==> config.mk <==
export PLATFORM = sky130hd
export DESIGN_NAME = data_mem_ctrl
export DESIGN_NICKNAME = d
export VERILOG_FILES = /design/src/rtl/data_mem_ctrl_pkg.sv /design/src/rtl/data_mem_ctrl_load_extend.sv /design/src/rtl/data_mem_ctrl.sv
export SDC_FILE = /design/constraint.sdc
export NUM_CORES = 1
export LEC_CHECK = 0
export CORE_ASPECT_RATIO = 2
export CORE_UTILIZATION = 35
export DETAILED_ROUTE_END_ITERATION = 7
export GPL_TIMING_DRIVEN = 0
export HOLD_SLACK_MARGIN = 0.12
export PLACE_DENSITY = 0.68
export SLEW_MARGIN = 40
export SYNTH_ARGS = -nofsm -noshare
export SYNTH_HDL_FRONTEND = slang
export SYNTH_HIERARCHICAL = 1
export SYNTH_SLANG_ARGS = --single-unit
==> constraint.sdc <==
create_clock -name clk -period 6.11 [get_ports clk]
set_input_delay 0.9165 -clock clk [delete_from_list [all_inputs] [get_ports clk]]
set_output_delay 0.9165 -clock clk [all_outputs]
set_load 0.05 [all_outputs]
==> src/rtl/data_mem_ctrl_pkg.sv <==
// data_mem_ctrl_pkg: shared width encodings, IO region decode and controller states
package data_mem_ctrl_pkg;
  localparam logic [1:0] W_BYTE = 2'd0;
  localparam logic [1:0] W_HALF = 2'd1;
  localparam logic [1:0] W_WORD = 2'd2;
  localparam logic [1:0] IO_REGION = 2'b11;
  localparam int IO_HI = 17;
  localparam int IO_LO = 16;
  typedef enum logic [2:0] {IDLE, RD, RD_LAST, WR, DONE} state_t;
  function automatic logic [1:0] last_idx(input logic [1:0] w);
    return w == W_BYTE ? 2'd0 : w == W_HALF ? 2'd1 : 2'd3;
  endfunction
endpackage

==> src/rtl/data_mem_ctrl_load_extend.sv <==
// data_mem_ctrl_load_extend: sign/zero extension of byte, half and word load data
module data_mem_ctrl_load_extend
  import data_mem_ctrl_pkg::*;
(
  input  logic [31:0] raw,
  input  logic [1:0]  width,
  input  logic        sign_ext,
  output logic [31:0] ext
);
  // replicate the top loaded bit when signed, otherwise zero-fill
  always_comb
    ext = width == W_BYTE ? {{24{sign_ext & raw[7]}}, raw[7:0]} :
          width == W_HALF ? {{16{sign_ext & raw[15]}}, raw[15:0]} : raw;
endmodule

==> src/rtl/data_mem_ctrl.sv <==
// data_mem_ctrl: byte-serial load/store sequencer over a single-byte RAM/IO bus
module data_mem_ctrl
  import data_mem_ctrl_pkg::*;
#(
  parameter int ADDR_W = 18,
  parameter int IO_WRITE_GAP = 1
) (
  input  logic              clk,
  input  logic              rst,
  input  logic              rdy,
  input  logic              rw_en,
  input  logic              write_mode,
  input  logic [1:0]        width,
  input  logic              sign_ext,
  input  logic [ADDR_W-1:0] addr,
  input  logic [31:0]       value,
  output logic              idle,
  output logic              rw_feedback_en,
  output logic [31:0]       load_val,
  input  logic [7:0]        mem_din,
  output logic [7:0]        mem_dout,
  output logic [31:0]       mem_a,
  output logic              mem_wr,
  input  logic              io_buffer_full
);
  localparam int GW = IO_WRITE_GAP > 0 ? $clog2(IO_WRITE_GAP + 1) : 1;
  state_t            state;
  logic [ADDR_W-1:0] addr_q, a_cur, a_out;
  logic [31:0]       value_q, data_q, raw, ext;
  logic [1:0]        width_q, cnt, n_last, cap_idx;
  logic              sign_q, is_io, stall, issue, rd_hold, accept;
  logic [GW-1:0]     gap;

  data_mem_ctrl_load_extend u_ext (.raw(raw), .width(width_q), .sign_ext(sign_q), .ext(ext));

  // bus drive, stall decode and byte merge; while frozen mid-load the address of the byte
  // still awaiting capture is replayed so mem_din is valid again when rdy returns
  always_comb begin
    a_cur = addr_q + ADDR_W'(cnt);
    rd_hold = !rdy && ((state == RD && cnt != 2'd0) || state == RD_LAST);
    a_out = rd_hold && state == RD ? a_cur - ADDR_W'(1) : a_cur;
    is_io = a_cur[IO_HI:IO_LO] == IO_REGION;
    stall = is_io && (io_buffer_full || gap != '0);
    issue = state == WR && !stall;
    cap_idx = state == RD_LAST ? cnt : cnt - 2'd1;
    raw = data_q | ({24'b0, mem_din} << {cap_idx, 3'b000});
    accept = rw_en && (state == IDLE || state == DONE);
    idle = state == IDLE;
    rw_feedback_en = rdy && state == DONE;
    mem_wr = rdy && issue;
    mem_dout = state == WR ? value_q[{cnt, 3'b000} +: 8] : 8'h00;
    mem_a = (state == RD || state == WR || rd_hold) ? 32'(a_out) : 32'h0;
  end

  // request capture, byte sequencing and IO write spacing
  always_ff @(posedge clk) begin
    if (rst) begin
      state <= IDLE;
      addr_q <= '0;
      value_q <= '0;
      data_q <= '0;
      width_q <= W_BYTE;
      sign_q <= 1'b0;
      cnt <= 2'd0;
      n_last <= 2'd0;
      gap <= '0;
      load_val <= '0;
    end else if (rdy) begin
      gap <= issue && is_io ? GW'(IO_WRITE_GAP) : gap != '0 ? gap - GW'(1) : gap;
      if (accept) begin
        state <= write_mode ? WR : RD;
        addr_q <= addr;
        value_q <= value;
        width_q <= width;
        sign_q <= sign_ext;
        n_last <= last_idx(width);
        cnt <= 2'd0;
        data_q <= '0;
      end else begin
        case (state)
          RD: begin
            if (cnt != 2'd0) data_q <= raw;
            if (cnt == n_last) state <= RD_LAST;
            else cnt <= cnt + 2'd1;
          end
          RD_LAST: begin
            load_val <= ext;
            state <= DONE;
          end
          WR: if (issue) begin
            if (cnt == n_last) state <= DONE;
            else cnt <= cnt + 2'd1;
          end
          default: state <= IDLE;
        endcase
      end
    end
  end
endmodule

==> results.toml <==
[outcome]
outcome = "completed"

[synth]
synth.area.top_cells = "dfxtp_1 (38%), nand2_1 (12%), a21oi_1 (7.5%)"
yosysSeqAreaShare = 0.380
synthFlopType = "dfxtp_1"
synth_edf_count = 0
async_reset_ff_frac = 0
syn_avg_cell_area_um2 = 7.69
synth_seq_cells = 125
synth_most_common_cell = "nand2_1"
yosys.cell_types.count = 63
synth_area_um2 = 6580
synth.top_cell.area_share = 0.380
yosysTopAreaCell = "dfxtp_1"
netlist_top_cells_count = "nand2_1 (217), dfxtp_1 (125), a21oi_1 (99)"
synthCells = 855
yosysWarnings = 6

[pwr]
p_leak_nw = 3.40
ir_drop_v = 0.000218
p_clk_frac = 0.497
cellPowerDensity_nw_per_um2 = 258
combinationalPowerShare = 0.126
switchingPower_uw = 571
internal_power_mw = 1.68
power_frac_seq = 0.377
p_total_mw = 2.25
swShare = 0.253

[detailed_routing]
drt-initial-drc-count = 295
dr.pass1.iters = 5
wl_per_cell_um = 15.9
vias = 6376
detail-route-antenna-nets = 0
routed_wl_um = 19600
drc = 0
vias_per_cell = 5.17

[sta]
whs_ns = 0.452
worst_pin_slew_ns = 0.785
skew_ns = 0.00565
period_needed_ns = 5.52
final_max_slew_viol_count = 0
finalHoldViolations = 0
final-setup-viol-count = 0
tns_ns = 0
fin_ws_ns = 0.585
slew_headroom = 0.475
fin_crit_sh = 0.904
rsz0062_at_grt = "false"
fmax_mhz = 181

[worst_setup_path]
critPathCaptureType = "output pin"
cp_max_fo = 10
ff2ff_setup_slack_ns = 2.75
required_ns = 5.19
critical_path_arrival_ns = 4.61
cp-start-kind = "flop"
critPathKind = "flop to output pin"

[clock_network]
cts_tree = "built"
cts_resized = 0
cts_root_buf = "clkbuf_16"
cts.sinks = 125
post_cts_buffers = 0
numCtsBuffers = 17
insertion_delay_ns = 0.42
h-tree-depth = 4
cts_hold_buf = 0
cts.path.max_buffers = 2
clk_pin_slew_ns = 0.06

[hold_path]
hp-class = "flop to flop"

[place]
gp_congestion = 0.854
io_buffers = 118
dpl.hpwl_um = 15200
place_ws_ns = 1.04
dp_cells = 1202
dpl-instance-area_um2 = 8080

[global_routing]
grt.total_usage = 0.205
antenna_found_initial = 0
grt_max_degree = 17
overflow = 0
grt_pass1_vias = 6214
grt_pass1_wl_um = 31000

[cells_and_area]
nets = 1077
finalNonFillerCells = 1234
seq_area_um2 = 2500
final_util = 0.478
layout-drive-gt1-share = 0.106
fill_cells = 1731
antenna_cells = 0
multi_input_area_um2 = 3610
area_growth_pct = 32.9
fin_area_um2 = 8740

[die]
initial_core_util = 0.359
die_h_um = 196
die_area_um2 = 19400
io_pins = 142
rows = 70
die_w_um = 98.9
core_area_um2 = 18300

[job]
drv_cap = 0
## per-layer routing
layer	global-route usage	up-vias	share of wire
li1	-	3194	-
met1	0.199	2928	0.37
met2	0.398	199	0.55
met3	0.0299	55	0.034
met4	0.123	0	0.051
met5	0	-	0
## layout by cell type (no fill, tap or decap), drive strengths merged, types with 3 or more instances in the layout
| cell type | netlist | layout |
|---|---|---|
| a21o | 33 | 33 |
| a21oi | 99 | 99 |
| a22oi | 3 | 3 |
| a31oi | 22 | 22 |
| a32oi | 7 | 7 |
| and2 | 5 | 5 |
| and3 | 16 | 16 |
| and4 | 3 | 3 |
| buf | 47 | 47 |
| bufinv | 0 | 5 |
| clkbuf | 48 | 67 |
| clkdlybuf4s50 | 0 | 118 |
| clkinv | 0 | 7 |
| conb | 1 | 14 |
| dfxtp | 125 | 125 |
| ha | 4 | 4 |
| inv | 8 | 9 |
| mux2i | 6 | 6 |
| mux4 | 8 | 8 |
| nand2 | 217 | 217 |
| nand2b | 6 | 6 |
| nand3 | 11 | 11 |
| nand3b | 3 | 3 |
| nand4 | 7 | 7 |
| nand4b | 3 | 3 |
| nor2 | 58 | 58 |
| nor2b | 5 | 5 |
| nor3 | 13 | 13 |
| nor3b | 5 | 5 |
| nor4 | 6 | 6 |
| o21ai | 29 | 29 |
| o31ai | 4 | 4 |
| or2 | 5 | 5 |
| xnor2 | 17 | 17 |
| xor2 | 7 | 7 |
## cell type report
| class | instances | area share |
|---|---|---|
| sequential | 125 | 0.286 |
| timing repair buffer | 118 | 0.135 |
| clock inverter | 13 | 0.0243 |
| multi-input combinational | 640 | 0.413 |
| inverter | 8 | 0.00343 |
| buffer | 95 | 0.0565 |
| tap | 216 | 0.0309 |
| clock buffer | 19 | 0.0507 |
## flip-flops by register name, indices dropped and copies added (netlist names)
register / cells
data_q: 32
load_val: 32
value_q: 32
addr_q: 18
state: 3
cnt: 2
n_last: 2
width_q: 2
gap: 1
sign_q: 1
## power by group through the flow
stage / logic [mW] / registers, mW / clock network (mW)
floorplan: 0.185 / 0.863 / 0
global placement: 0.279 / 0.865 / 0
detailed placement: 0.282 / 0.866 / 0
CTS: 0.283 / 0.848 / 1.13
global route: 0.306 / 0.850 / 1.16
finish: 0.284 / 0.848 / 1.12
## final timing paths
check | end | startpoint | cells after the start
worst max-delay path | mem_a[17] | cnt[1] | 10
worst min-delay path | load_val[19] | load_val[19] | 2
worst min register to register | load_val[19] | load_val[19] | 2
worst max register to register | load_val[27] | cnt[1] | 11
## worst max-delay path, stage by stage, from the launching register on
cell	delay (ns)
dfxtp_1	0.46
buf_1	0.50
inv_1	0.24
fa_1	0.57
nor2b_1	0.24
and4_1	0.28
mux2i_1	0.29
nand4_1	0.21
nor4_1	0.33
mux2i_1	0.25
clkdlybuf4s50_1	0.82
## kinds of logic (layout without fill, tap and decap cells)
kind of cell | after synthesis | after routing | synth area share
AO/OA/AOI/OAI | 213 | 213 | 0.196
XOR/XNOR | 24 | 24 | 0.0331
adder cells (fa/ha/maj) | 5 | 5 | 0.0107
buffers and inverters | 103 | 253 | 0.0797
flip-flops | 125 | 125 | 0.380
multiplexers | 14 | 14 | 0.0384
other | 1 | 14 | 0.000570
AND/OR/NAND/NOR | 370 | 370 | 0.262
(Power assumes the default switching activity.)
